File: src/rtl/fwd_pkg.sv
// Shared encodings and types for the EX-stage forwarding and load-use hazard unit.
package fwd_pkg;

    localparam logic [1:0] FWD_RF  = 2'd0;
    localparam logic [1:0] FWD_MEM = 2'd1;
    localparam logic [1:0] FWD_WB  = 2'd2;
    localparam logic [1:0] FWD_RET = 2'd3;

    localparam int unsigned PERF_W = 16;

    typedef enum logic {
        S_IDLE,
        S_STALL
    } stateT;

endpackage

File: src/rtl/fwd_select.sv
// Priority bypass comparator for one EX operand: MEM, then WB, then RET, else register file.
module fwd_select
    import fwd_pkg::*;
#(
    parameter int unsigned ADDR_W = 5
) (
    input  logic [ADDR_W-1:0] srcReg,
    input  logic [ADDR_W-1:0] memDest,
    input  logic              memWrite,
    input  logic [ADDR_W-1:0] wbDest,
    input  logic              wbWrite,
    input  logic [ADDR_W-1:0] retDest,
    input  logic              retWrite,
    output logic [1:0]        fwdSel
);

    logic srcNonZero;

    assign srcNonZero = (srcReg != '0);

    always_comb begin
        fwdSel = FWD_RF;
        if (srcNonZero && memWrite && (memDest == srcReg)) begin
            fwdSel = FWD_MEM;
        end else if (srcNonZero && wbWrite && (wbDest == srcReg)) begin
            fwdSel = FWD_WB;
        end else if (srcNonZero && retWrite && (retDest == srcReg)) begin
            fwdSel = FWD_RET;
        end
    end

endmodule

File: src/rtl/forwarding_hazard_unit.sv
// EX-stage bypass selects plus load-use stall control with a saturating stall-cycle counter.
module forwarding_hazard_unit
    import fwd_pkg::*;
#(
    parameter int unsigned ADDR_W            = 5,
    parameter int unsigned NUM_SRC           = 2,
    parameter int unsigned LOAD_STALL_CYCLES = 1
) (
    input  logic                      Clk,
    input  logic                      Rst,
    input  logic [NUM_SRC*ADDR_W-1:0] IDU_SrcReg,
    input  logic [NUM_SRC-1:0]        IDU_SrcUsed,
    input  logic [NUM_SRC*ADDR_W-1:0] EXU_SrcReg,
    input  logic [ADDR_W-1:0]         EXU_DestReg,
    input  logic                      EXU_RegWrite,
    input  logic                      EXU_MemRead,
    input  logic [ADDR_W-1:0]         MEM_DestReg,
    input  logic                      MEM_RegWrite,
    input  logic [ADDR_W-1:0]         WB_DestReg,
    input  logic                      WB_RegWrite,
    input  logic                      Flush,
    output logic [2*NUM_SRC-1:0]      EXU_FwdSel,
    output logic                      PC_Stall,
    output logic                      IFID_Stall,
    output logic                      IDEX_Bubble,
    output logic [15:0]               PerfStallCycles
);

    localparam logic [2:0] StallInit  = 3'(LOAD_STALL_CYCLES - 1);
    localparam bit         MultiCycle = (LOAD_STALL_CYCLES > 1);

    stateT               stateQ, stateD;
    logic [2:0]          cntQ, cntD;
    logic [ADDR_W-1:0]   retDestQ;
    logic                retWriteQ;
    logic [PERF_W-1:0]   perfQ;
    logic [2*NUM_SRC-1:0] fwdSelRaw;
    logic                det;
    logic                stall;

    for (genvar i = 0; i < NUM_SRC; i++) begin : gSrc
        fwd_select #(
            .ADDR_W(ADDR_W)
        ) uSel (
            .srcReg  (EXU_SrcReg[i*ADDR_W +: ADDR_W]),
            .memDest (MEM_DestReg),
            .memWrite(MEM_RegWrite),
            .wbDest  (WB_DestReg),
            .wbWrite (WB_RegWrite),
            .retDest (retDestQ),
            .retWrite(retWriteQ),
            .fwdSel  (fwdSelRaw[2*i +: 2])
        );
    end

    always_comb begin
        det = 1'b0;
        for (int i = 0; i < NUM_SRC; i++) begin
            if (IDU_SrcUsed[i] && (IDU_SrcReg[i*ADDR_W +: ADDR_W] == EXU_DestReg)) begin
                det = 1'b1;
            end
        end
        det = det && EXU_MemRead && EXU_RegWrite && (EXU_DestReg != '0);
    end

    // RET mirrors last cycle's WB write so a same-cycle regfile read/write still sees it.
    always_ff @(posedge Clk) begin
        if (Rst) begin
            stateQ    <= S_IDLE;
            cntQ      <= '0;
            retDestQ  <= '0;
            retWriteQ <= 1'b0;
            perfQ     <= '0;
        end else begin
            stateQ    <= stateD;
            cntQ      <= cntD;
            retDestQ  <= WB_DestReg;
            retWriteQ <= WB_RegWrite;
            if (stall && (perfQ != '1)) begin
                perfQ <= perfQ + 1'b1;
            end
        end
    end

    always_comb begin
        stateD = stateQ;
        cntD   = cntQ;
        if (Flush) begin
            stateD = S_IDLE;
            cntD   = '0;
        end else begin
            unique case (stateQ)
                S_IDLE: begin
                    if (det && MultiCycle) begin
                        stateD = S_STALL;
                        cntD   = StallInit;
                    end
                end
                S_STALL: begin
                    cntD = cntQ - 1'b1;
                    if (cntQ == 3'd1) begin
                        stateD = S_IDLE;
                        cntD   = '0;
                    end
                end
                default: begin
                    stateD = S_IDLE;
                    cntD   = '0;
                end
            endcase
        end
    end

    always_comb begin
        stall           = !Rst && !Flush && (((stateQ == S_IDLE) && det) || (stateQ == S_STALL));
        PC_Stall        = stall;
        IFID_Stall      = stall;
        IDEX_Bubble     = stall;
        EXU_FwdSel      = Rst ? '0 : fwdSelRaw;
        PerfStallCycles = Rst ? '0 : perfQ;
    end

endmodule

File: config.mk
export PLATFORM = sky130hd
export DESIGN_NAME = forwarding_hazard_unit
export DESIGN_NICKNAME = d
export VERILOG_FILES = /design/src/rtl/fwd_pkg.sv /design/src/rtl/fwd_select.sv /design/src/rtl/forwarding_hazard_unit.sv
export SDC_FILE = /design/constraint.sdc
export NUM_CORES = 1
export LEC_CHECK = 0
export CORE_MARGIN = 2
export CORE_UTILIZATION = 60
export DETAILED_ROUTE_END_ITERATION = 8
export DONT_BUFFER_PORTS = 1
export GPL_ROUTABILITY_DRIVEN = 0
export GPL_TIMING_DRIVEN = 0
export PLACE_DENSITY = 0.76
export SETUP_SLACK_MARGIN = 0.05
export SLEW_MARGIN = 20
export SYNTH_ARGS = -nofsm -noshare
export SYNTH_HDL_FRONTEND = slang
export SYNTH_HIERARCHICAL = 1
export SYNTH_SLANG_ARGS = --single-unit
File: constraint.sdc
create_clock -name Clk -period 4.4 [get_ports Clk]
set_input_delay 0.22 -clock Clk [delete_from_list [all_inputs] [get_ports Clk]]
set_output_delay 0.22 -clock Clk [all_outputs]
set_load 0.01 [all_outputs]
== Yosys cells after proc, flatten, opt, wreduce, memory -nomap -nowiden ==
Cells that the tools add are included.
Storage, ports and cells
  register bits after elaboration: 26
  input port bits: 44
  output and inout port bits: 23
  logic and storage cells: 59
Operators by class
  $add $sub $neg: 2
  equal/unequal tests: 10
  mux-type cells: 12
  bitwise operators: 1
  reductions and logical operators: 29
Operators with widths (number)
  $eq A5 B5 Y1: 8
  $logic_and A1 B1 Y1: 21
  $add A16 B1 Y16 const B: 1
  $mux W16: 1
  $ne A16 B16 Y1 const B: 1
  $reduce_bool A5 Y1: 3
  $mux W2: 6
  $mux W4: 1
  $eq A3 B1 Y1 const B: 1
  $mux W1: 3
  $mux W3: 1
  $reduce_or A3 Y1: 1
  $sub A3 B1 Y3 const B: 1
  $logic_not A1 Y1: 2
  $reduce_or A2 Y1: 1
  $logic_or A1 B1 Y1: 1
  $not A1 Y1: 1

== Longest topological paths before layout ==
  depth in word-level cells: 11
  depth in mapped cells: 7
  mapped depth without buffers: 7

== Modules after synthesis ==
The synthesis kept the hierarchy.
Modules (own cells, without submodules)
  forwarding_hazard_unit: times used 1, cells each 169, area an instance 1446.4 µm², seq. area each 520.5 µm²
  fwd_select: times used 2, cells each 27, area an instance 203.9 µm², seq. area each 0.0 µm²

== Worst setup path after synthesis ==
OpenSTA, ideal clock, no wires.
  path type: flip-flop to flip-flop
  start point: register perfQ[0]
  end point: register perfQ[9]
  library setup time: 0.121 ns
  arrival time: 1.986 ns
  required time: 4.279 ns
  path slack: 2.292 ns
  cell stages (with the launch flop): 8
  buffers on the path: 0
  clock period less this slack: 2.108 ns
  cells stage by stage: dfxtp_1 -> ha_1 -> nand4_1 -> or4_4 -> and2_4 -> a22o_4 -> and4_4 -> mux2_4
Between the ends
  word-level cells in the longest chain between the ends: 2
  elaborated cells between the ends (all ways): 3
  classes of those cells: add/sub (1); eq/ne (1); reduce/logical (1)
RTL lines
  from (decl): RTL line forwarding_hazard_unit.sv:36  | logic [PERF_W-1:0] perfQ;
  from (signal assigned): RTL line forwarding_hazard_unit.sv:80  | perfQ <= perfQ + 1'b1;
  parallel branches: the longest is 2 deep, another holds $add A16 B1 Y16
Parallel ways; which one is timed is not known.
A chain may end at the register's enable or synchronous reset.

== Worst setup path after layout ==
Same ends and word-level chain as after synthesis.

==> impl_metrics.json <==
{
  "status": "finished, final reports clean",
  "n_fill_cell": 260,
  "crit_path_max_fanout": 6,
  "dp_hpwl_um": 3250,
  "yosysWarningCount": 6,
  "synth_edf_count": 0,
  "clock_latency_ns": 0.33,
  "fin_worst_skew_ns": 0.00714,
  "initial_core_util_pct": 61.7,
  "clockBufferDepth": 2,
  "endpoint_kind": "register",
  "drt_iter0_drc": 46,
  "fp.dieW_um": 59.6,
  "arrival_ns": 2.48,
  "grt_setup_unrepaired": "false",
  "instances_no_fill": 261,
  "drtPass1Iterations": 4,
  "drv_slew": 0,
  "grt_pass1_vias": 1535,
  "clk_transition_reported_paths_ns": 0.14,
  "seq_area_frac_synth_pct": 28.1,
  "crit_required_ns": 4.64,
  "crit_type": "register to register",
  "cts_tree": "done",
  "worst_pin_slew_ns": 0.597,
  "fmax_mhz": 445,
  "fin_area_um2": 1960,
  "fin_nets": 276,
  "syn-cell-area_um2": 1850,
  "wire_per_inst_um": 15.3,
  "grt_max_degree": 16,
  "finalSetupTns_ns": 0,
  "crit_family": "simple AND/OR/NAND/NOR gates",
  "async_flop_share_pct": 0,
  "dieHeight_um": 59.6,
  "hold-path-cell-count": 1,
  "maxCapViolCount": 0,
  "rows": 20,
  "cp_num_cells": 7,
  "overflow": 0,
  "placed_cells": 256,
  "report.final.hold_viol_count": 0,
  "place_area_um2": 1900,
  "hp-class": "input pin to register",
  "detail-route-antenna-nets": 0,
  "h-tree-depth": 1,
  "synth_top_area_cell": "dfxtp_1",
  "antenna_cells": 0,
  "vias": 1593,
  "synthCells": 223,
  "layout-drive-gt1-share_pct": 10.1,
  "io_pins": 67,
  "ys.flop_type": "dfxtp_1",
  "cts_buffers": 3,
  "cts-root-buf": "clkbuf_4",
  "min_period_ns": 2.25,
  "area_growth_pct": 5.60,
  "port-buffer-count": 0,
  "grt.total_usage_pct": 24.0,
  "cts.sinks": 26,
  "remaining_drc_errors": 0,
  "cpMaxStageDelayCell": "or4_4",
  "period_share_pct": 51.1,
  "powerDensity_nw_per_um2": 234,
  "hold_slack_ns": 0.0161,
  "synth_cell_types": 41,
  "cp-start-kind": "register",
  "grt_pass1_wl_um": 6560,
  "relSlewSlack_pct": 59.8,
  "syn-num-nets": 270,
  "routed_via_density": 6.10,
  "synth_seq_cells": 26,
  "cp.buffers_inverters": 0,
  "antenna_found_initial": 0,
  "synth_top_area_share_pct": 28.1,
  "core_area_um2": 3000,
  "peakVddDrop_mv": 0.118,
  "synth_area_leaders": "dfxtp_1, xnor2_1, nor2b_1",
  "dieArea_um2": 3550,
  "ff2ff_path_depth": 7,
  "r2r_setup_slack_ns": 2.15,
  "setup_viol": 0,
  "total_power_w": 0.000459,
  "worstPathCellList": "ha_1, nand4_1, or4_4, and2_4, a22o_4, and4_4, mux2_4",
  "ctsResizeCount": 0,
  "avgSynthCellArea_um2": 8.32,
  "drt-total-wl_um": 3990,
  "leakagePower_nw": 0.674,
  "cpPeakStageDelay_ns": 0.48
}
-- kinds of logic (layout without fill, tap and decap cells) --
family / Yosys count / after routing / synth area share, %
and+or+nand+nor: 100 / 100 / 30.0
xor gates and xnor gates: 41 / 41 / 19.4
AOI/OAI and AO/OA: 27 / 27 / 10.3
DFF: 26 / 26 / 28.1
buffers and inverters: 15 / 20 / 3.44
muxes: 11 / 11 / 6.82
adders and majority gates: 3 / 3 / 2.02
-- worst reg2reg max path, delay by kind of cell, from the launching register on --
kind	cells	cell delay (ns)
compound gates	1	0.25
fa+ha+maj	1	0.22
flops	1	0.42
mux	1	0.28
simple gates	4	0.99
-- routing by layer --
layer,share of wire (%),wire (µm),GRT usage [%],up-vias
met1,41,1650,28.7,730
met2,49,1940,41.6,63
met3,8.5,338,5.68,8
met4,1.6,62,8.57,0
li1,-,-,-,792
met5,0,0,0,-
-- flip-flops by register name (all words and copies together), names as in the netlist --
name,cells
cntQ,3
retWriteQ,1
retDestQ,5
stateQ,1
perfQ,16
-- final timing paths --
check,startpoint,end
hold reg to reg,perfQ[4],perfQ[4]
hold / removal,WB_DestReg[4],retDestQ[4]
setup / recovery,perfQ[0],perfQ[9]
setup reg to reg,perfQ[0],perfQ[9]
-- cell usage in the layout, fill, tap and decap left out, types with 7 or more instances in the layout --
master and n:
nor2b_1 22, mux2_2 8, xor2_1 8, xnor2_1 33
nand3_1 7, dfxtp_1 26, nand4_1 12, inv_1 9
nand2_1 14, nor2_1 15, nor3_1 8, a21oi_1 7
-- cell type report --
cell class / instances / area, µm² / area share, %
Multi-Input combinational cell: 182 / 1270 / 64.9
Inverter: 9 / 33.8 / 1.73
Clock buffer: 3 / 22.5 / 1.15
Timing Repair Buffer: 1 / 10.0 / 0.511
Tap cell: 33 / 41.3 / 2.11
Clock inverter: 1 / 30.0 / 1.53
Sequential cell: 26 / 520 / 26.6
Buffer: 6 / 30.0 / 1.53
-- where the power goes --
group | switching, W | leakage (nW) | internal, W | total, W
combinational | 0.0000229 | 0.435 | 0.0000309 | 0.0000538
clock | 0.0000719 | 0.0279 | 0.0000922 | 0.000164
sequential | 0.00000239 | 0.211 | 0.000239 | 0.000241
-- synthesized netlist by cell type, types with 2 or more instances --
| cell type | n |
|---|---|
| xor2_1 | 8 |
| nor3_1 | 8 |
| xnor2_1 | 33 |
| ha_1 | 3 |
| or4_1 | 5 |
| nor4_1 | 2 |
| dfxtp_1 | 26 |
| a21o_1 | 3 |
| o21ai_0 | 6 |
| or3_2 | 2 |
| clkbuf_1 | 4 |
| a21oi_1 | 7 |
| nand4_1 | 12 |
| inv_1 | 9 |
| nor2_1 | 15 |
| mux2_2 | 8 |
| and2_1 | 3 |
| nand3_1 | 7 |
| nand2_1 | 14 |
| nor2b_1 | 22 |
| buf_4 | 2 |
| o31ai_1 | 2 |
| and3_1 | 4 |
-- stage by stage --
step | setup WS, ns | util [%]
3_3_place_gp | 2.18 | 63.1
5_1_grt | 2.10 | 65.2
4_1_cts | 2.16 | 65.2
2_1_floorplan | 2.29 | -
3_5_place_dp | 2.18 | 63.1
6_report | 2.15 | 65.2
-- what timing repair did --
item / in CTS / in global routing
hold endpoints to repair: 4 / 0
setup endpoints to repair: 0 / 0
hold buffers: 1 / 0
buffers inserted: 0 / 0
No activity file was read; power rests on OpenSTA's default activity.
